[config.mk]
export PLATFORM = sky130hd
export DESIGN_NAME = fp_mult
export DESIGN_NICKNAME = d
export VERILOG_FILES = /design/src/rtl/fp_mult.sv
export SDC_FILE = /design/constraint.sdc
export NUM_CORES = 2
export LEC_CHECK = 0
export ABC_AREA = 1
export BUFFER_PORTS_ARGS = -buffer_cell sky130_fd_sc_hd__buf_2
export CORE_MARGIN = 1
export CORE_UTILIZATION = 28
export CTS_CLUSTER_DIAMETER = 120
export CTS_CLUSTER_SIZE = 12
export DETAILED_ROUTE_END_ITERATION = 8
export PLACE_DENSITY = 0.51
export SYNTH_ARGS = -nofsm -noshare
export SYNTH_HDL_FRONTEND = slang
export SYNTH_SLANG_ARGS = --single-unit
[constraint.sdc]
create_clock -name clk -period 3.4 [get_ports clk]
set_input_delay 0.85 -clock clk [delete_from_list [all_inputs] [get_ports clk]]
set_output_delay 0.85 -clock clk [all_outputs]
set_load 0.02 [all_outputs]
[src/rtl/fp_mult.sv]
// fp_mult: two-stage pipelined IEEE-754 binary32 multiplier.
//   Round to nearest, ties to even. Zero, infinity and NaN are handled.
//   Subnormal inputs and outputs are flushed to signed zero.
//   Every NaN result is the canonical quiet NaN 0x7FC00000.
//   Latency is 2 clocks and one operation is accepted per clock.
//   There is no stall: the data registers load on every edge, and
//   in_valid travels alongside the data as a valid bit.
//
// Ports:
//   clk        rising-edge clock
//   rst_n      asynchronous active-low reset; clears every pipeline register
//   in_valid   operand pair is valid this cycle
//   operand_a  multiplicand, binary32
//   operand_b  multiplier, binary32
//   out_valid  result is valid this cycle
//   result     product, binary32 (don't-care while out_valid = 0)
module fp_mult (
  input  logic        clk,
  input  logic        rst_n,
  input  logic        in_valid,
  input  logic [31:0] operand_a,
  input  logic [31:0] operand_b,
  output logic        out_valid,
  output logic [31:0] result
);

  localparam logic [31:0] QNAN = 32'h7FC0_0000;

  // ---------------- stage 1: decode, multiply, exponent sum ----------------
  logic       sign_a, sign_b;
  logic [7:0] exp_a, exp_b;
  logic [22:0] frac_a, frac_b;

  assign sign_a = operand_a[31];
  assign sign_b = operand_b[31];
  assign exp_a  = operand_a[30:23];
  assign exp_b  = operand_b[30:23];
  assign frac_a = operand_a[22:0];
  assign frac_b = operand_b[22:0];

  logic a_zero, a_inf, a_nan, b_zero, b_inf, b_nan;

  // An exponent field of 0 counts as zero whatever the fraction holds, which flushes subnormals.
  assign a_zero = (exp_a == 8'h00);
  assign b_zero = (exp_b == 8'h00);
  assign a_inf  = (exp_a == 8'hFF) && (frac_a == 23'd0);
  assign b_inf  = (exp_b == 8'hFF) && (frac_b == 23'd0);
  assign a_nan  = (exp_a == 8'hFF) && (frac_a != 23'd0);
  assign b_nan  = (exp_b == 8'hFF) && (frac_b != 23'd0);

  logic        sign_c;
  logic        special_c;
  logic [31:0] special_res_c;
  logic [47:0] prod_c;
  logic signed [9:0] exp_c;

  assign sign_c = sign_a ^ sign_b;

  always_comb begin
    special_c     = 1'b1;
    special_res_c = 32'd0;
    if (a_nan || b_nan || (a_inf && b_zero) || (a_zero && b_inf)) begin
      special_res_c = QNAN;
    end else if (a_inf || b_inf) begin
      special_res_c = {sign_c, 8'hFF, 23'd0};
    end else if (a_zero || b_zero) begin
      special_res_c = {sign_c, 31'd0};
    end else begin
      special_c = 1'b0;
    end
  end

  // Special operands still go through the multiplier here. Stage 2 discards
  // that product whenever the special flag is set.
  assign prod_c = 48'({1'b1, frac_a}) * 48'({1'b1, frac_b});

  // The biased sum minus the bias ranges from -125 to 381, so it fits a 10-bit signed value.
  assign exp_c = $signed({2'b00, exp_a}) + $signed({2'b00, exp_b}) - 10'sd127;

  logic              s1_valid;
  logic              s1_sign;
  logic              s1_special;
  logic [31:0]       s1_special_res;
  logic [47:0]       s1_prod;
  logic signed [9:0] s1_exp;

  always_ff @(posedge clk or negedge rst_n) begin
    if (!rst_n) begin
      s1_valid       <= 1'b0;
      s1_sign        <= 1'b0;
      s1_special     <= 1'b0;
      s1_special_res <= 32'd0;
      s1_prod        <= 48'd0;
      s1_exp         <= 10'sd0;
    end else begin
      s1_valid       <= in_valid;
      s1_sign        <= sign_c;
      s1_special     <= special_c;
      s1_special_res <= special_res_c;
      s1_prod        <= prod_c;
      s1_exp         <= exp_c;
    end
  end

  // ---------------- stage 2: normalize, round, range check ----------------
  logic              norm_hi;
  logic [22:0]       mant;
  logic              guard_bit, sticky_bit, round_up;
  logic [23:0]       mant_rnd;
  logic signed [9:0] exp_fin;
  logic [31:0]       res_c;

  // A product of two significands in [1,2) falls in [1,4). When bit 47 is set the product is at least 2, so shift one more place.
  assign norm_hi    = s1_prod[47];
  assign mant       = norm_hi ? s1_prod[46:24] : s1_prod[45:23];
  assign guard_bit  = norm_hi ? s1_prod[23] : s1_prod[22];
  assign sticky_bit = norm_hi ? (|s1_prod[22:0]) : (|s1_prod[21:0]);
  assign round_up   = guard_bit & (sticky_bit | mant[0]);

  // A carry out of the fraction leaves mant_rnd[22:0] all zero, which is the required fraction.
  assign mant_rnd = {1'b0, mant} + {23'd0, round_up};
  assign exp_fin  = s1_exp + $signed({9'd0, norm_hi}) + $signed({9'd0, mant_rnd[23]});

  always_comb begin
    res_c = {s1_sign, exp_fin[7:0], mant_rnd[22:0]};
    if (s1_special) begin
      res_c = s1_special_res;
    end else if (exp_fin >= 10'sd255) begin
      res_c = {s1_sign, 8'hFF, 23'd0};
    end else if (exp_fin <= 10'sd0) begin
      res_c = {s1_sign, 31'd0};
    end
  end

  always_ff @(posedge clk or negedge rst_n) begin
    if (!rst_n) begin
      out_valid <= 1'b0;
      result    <= 32'd0;
    end else begin
      out_valid <= s1_valid;
      result    <= res_c;
    end
  end

endmodule

==> insert_results.sql <==
INSERT INTO impl_metrics (metric_group, metric, value, unit) VALUES
('synthesis', 'synth_edf_count', '0', ''),
('synthesis', 'synthesis.yosys.warnings', '0', ''),
('cells_and_area', 'nets', '4467', ''),
('grt', 'first_global_vias', '22490', ''),
('critical_path', 'largest_fanout_of_any_net_on_the_critical_path', '6', ''),
('floorplanning', 'num_rows', '109', ''),
('synthesis', 'flip_flop_and_latch_count_after_synthesis', '97', ''),
('critical_path', 'cpMaxStageDelayCell', 'sky130_fd_sc_hd__fa_1', ''),
('cells_and_area', 'num_antenna_cells', '0', ''),
('placed_design', 'place.detailed.instances', '4776', ''),
('worst_hold_path', 'hold_path.startpoint', 's1_valid', ''),
('synthesis', 'ffs_w_async_s_r_synth', '100', '%'),
('synthesis', 'synth_top_area_share', '38.8', '%'),
('floorplanning', 'top_level_port_count', '100', ''),
('routing', 'route.final.wire_length', '75300', 'um'),
('routing', 'wire_per_inst', '15.4', 'um'),
('critical_path', 'max_stage_delay', '0.58', 'ns'),
('clocking', 'cts.path.max_buffers', '2', ''),
('synthesis', 'synth.lib_cells_used.distinct', '44', ''),
('placed_design', 'port_buffers', '99', ''),
('run', 'drv.max_cap_violation_count', '0', ''),
('clocking', 'worst_skew_pair.late_latency', '0.35', 'ns'),
('critical_path', 'endpoint_type_of_the_worst_setup_path', 'flop', ''),
('sta', 'final_setup_violations', '43', ''),
('critical_path', 'rr_worst_depth', '24', ''),
('cells_and_area', 'n_fill_cell', '9113', ''),
('status', 'failed_checks', 'setup timing', ''),
('routing', 'first_pass_iters', '5', ''),
('critical_path', 'setup.worst_path.start_class', 'primary input', ''),
('placed_design', 'detailedPlace.worstSlack', '-3.37', 'ns'),
('synthesis', 'synth_flop_cell', 'sky130_fd_sc_hd__dfrtp_1', ''),
('sta', 'top_achievable_clock_speed', '170', 'MHz'),
('critical_path', 'critical_path_arrival', '6.13', 'ns'),
('critical_path', 'r2r_slack', '0.07', 'ns'),
('cells_and_area', 'layout.cells.non_filler', '4896', ''),
('routing', 'detailed_route_iter0_violations', '1019', ''),
('clocking', 'cts_sinks', '97', ''),
('worst_hold_path', 'worst_hold_path_type', 'flop to flop', ''),
('synthesis', 'synth_commonest_cells', 'sky130_fd_sc_hd__inv_1, sky130_fd_sc_hd__nand2_1, sky130_fd_sc_hd__fa_1, sky130_fd_sc_hd__ha_1, sky130_fd_sc_hd__nor2_1', ''),
('placed_design', 'hpwlAfterDp', '62000', 'um'),
('clocking', 'clk_root_buffer_cell', 'sky130_fd_sc_hd__clkbuf_16', ''),
('status', 'status', 'complete, but fails checks', ''),
('synthesis', 'post_synth_xor_area_fraction', '1.72', '%'),
('synthesis', 'synth_area_leaders', 'sky130_fd_sc_hd__fa_1, sky130_fd_sc_hd__inv_1, sky130_fd_sc_hd__nand2_1, sky130_fd_sc_hd__dfrtp_1, sky130_fd_sc_hd__ha_1', ''),
('synthesis', 'synth_area_per_cell', '7.58', 'um2'),
('synthesis', 'postSynthCellCount', '3290', ''),
('synthesis', 'synth_seq_area_share', '9.73', '%'),
('floorplanning', 'floorplan.initialDensity', '28.2', '%'),
('sta', 'final_max_slew_viol_count', '0', ''),
('floorplanning', 'core_area', '88400', 'um2'),
('cells_and_area', 'finish.utilization', '38.7', '%'),
('critical_path', 'crit-reg2reg-launch', 's1_prod[47]', ''),
('sta', 'post-route-period-util', '173', '%'),
('synthesis', 'post_synthesis_simple_gate_area_fraction', '20.0', '%'),
('sta', 'layout_setup_ws', '-2.50', 'ns'),
('critical_path', 'timing.critical_path.max_delay_family', 'adder cells', ''),
('placed_design', 'globalplace.congestion', '0.856', ''),
('floorplanning', 'die_width', '300', 'um'),
('synthesis', 'number_of_nets_in_the_synthesized_netlist', '4031', ''),
('sta', 'max-slew-margin-rel', '61.6', '%'),
('sta', 'period_minus_slack', '5.90', 'ns'),
('synthesis', 'synth_compound_gate_area_share', '3.41', '%'),
('critical_path', 'reg2reg_to', 'result[24]', ''),
('worst_hold_path', 'worst_hold_path.endpoint', 'out_valid', ''),
('floorplanning', 'die_y', '300', 'um'),
('synthesis', 'post-synth-top-area-cell', 'sky130_fd_sc_hd__fa_1', ''),
('synthesis', 'synth_most_common_cell', 'sky130_fd_sc_hd__inv_1', ''),
('grt', 'global_route_usage_over_all_layers', '17.1', '%'),
('clocking', 'h-tree-depth', '3', ''),
('critical_path', 'most_frequent_cp_cell', 'sky130_fd_sc_hd__fa_1', ''),
('grt', 'grt_max_degree', '55', '');
[final cells by class]
class / instances / area share [%]
Tap cell: 1165 / 4.26
Clock buffer: 10 / 0.699
Inverter: 981 / 10.8
Sequential cell: 97 / 7.10
Multi-Input combinational cell: 2101 / 61.2
Timing Repair Buffer: 536 / 15.6
Clock inverter: 6 / 0.333
[per-stage QoR]
step / area (um2) / TNS (ns) / hold WS [ns]
detailed placement: 29900 / -129.37 / 0.335
global placement: 29900 / -130.05 / 0.335
CTS: 32400 / -95.81 / 0.351
global route: 34200 / -104.13 / 0.373
floorplan: 26100 / -95.25 / 0.331
finish: 34200 / -94.27 / 0.349
[worst reg2reg max path: cells and delay by family (launching register included)]
kind / cells / cell delay (ns)
flops: 1 / 0.49
simple gates: 18 / 1.74
fa+ha+maj: 2 / 0.50
buf+inv: 4 / 0.55
[how the worst max path moves through the flow]
| stage | start | to | slack [ns] | cells past startpoint |
|---|---|---|---|---|
| after global placement | operand_a[13] | s1_prod[41] | -3.36 | 22 |
| after detailed placement | operand_a[13] | s1_prod[41] | -3.37 | 22 |
| after floorplan | operand_b[12] | s1_prod[46] | -2.59 | 29 |
| final | operand_b[11] | s1_prod[45] | -2.50 | 25 |
| after global routing | operand_b[4] | s1_prod[43] | -2.69 | 26 |
| after CTS | operand_b[5] | s1_prod[37] | -2.54 | 24 |
[logic make-up after synthesis]
family                   after synthesis
flip-flops                            97
AO/OA/AOI/OAI                        153
AND/OR/NAND/NOR                     1225
XOR/XNOR                              48
buffers and inverters               1093
adder cells (fa/ha/maj)              674
[cell usage in the layout, fill, tap and decap left out, types with 25 or more instances in the layout]
cell type                 Yosys  layout
sky130_fd_sc_hd__fa_2         0      37
sky130_fd_sc_hd__buf_6        6      75
sky130_fd_sc_hd__nand2_4      3      52
sky130_fd_sc_hd__buf_2        1      54
sky130_fd_sc_hd__dfrtp_1     97      96
sky130_fd_sc_hd__nand2_1    921     750
sky130_fd_sc_hd__xor2_1      38      33
sky130_fd_sc_hd__inv_2        6     102
sky130_fd_sc_hd__buf_12       1      43
sky130_fd_sc_hd__fa_1       484     447
sky130_fd_sc_hd__ha_4         0      39
sky130_fd_sc_hd__buf_4        1     315
sky130_fd_sc_hd__nor2_1     131      82
sky130_fd_sc_hd__nor2_2      18      26
sky130_fd_sc_hd__a21oi_1     67      25
sky130_fd_sc_hd__nand3_1     76      50
sky130_fd_sc_hd__nor2_4       3      44
sky130_fd_sc_hd__nand2_2     10     123
sky130_fd_sc_hd__ha_1       190     144
sky130_fd_sc_hd__inv_1      975     873
sky130_fd_sc_hd__buf_8        1      30
[state kept, by name (all words and copies together), names as in the netlist]
signal          flops
s1_special          1
out_valid           1
s1_special_res      3
s1_sign             1
s1_valid            1
s1_prod            48
s1_exp             10
result             32
[layer usage]
layer | GRT usage [%] | vias to the layer above | part of all wire [%] | routed length, um
met3 | 1.41 | 86 | 3.2 | 2390
met4 | 4.00 | 0 | 2.4 | 1830
li1 | - | 10225 | - | -
met1 | 22.4 | 10424 | 44 | 33200
met5 | 0 | - | 0 | 0
met2 | 30.5 | 343 | 50 | 37800
[timing repair]
action / 4_1_cts / 5_1_grt
cloned: 7 / 5
setup buffers: 50 / 52
hold buffers: 0 / 0
hold endpoints to repair: 0 / 0
endpoints found under the setup margin: 73 / 74
gates resized for setup: 435 / 380
pin swaps: 180 / 213
Power is left out: the tool's default activity adds up to more than one toggle a clock period on the data nets, which glitch-free logic cannot reach.
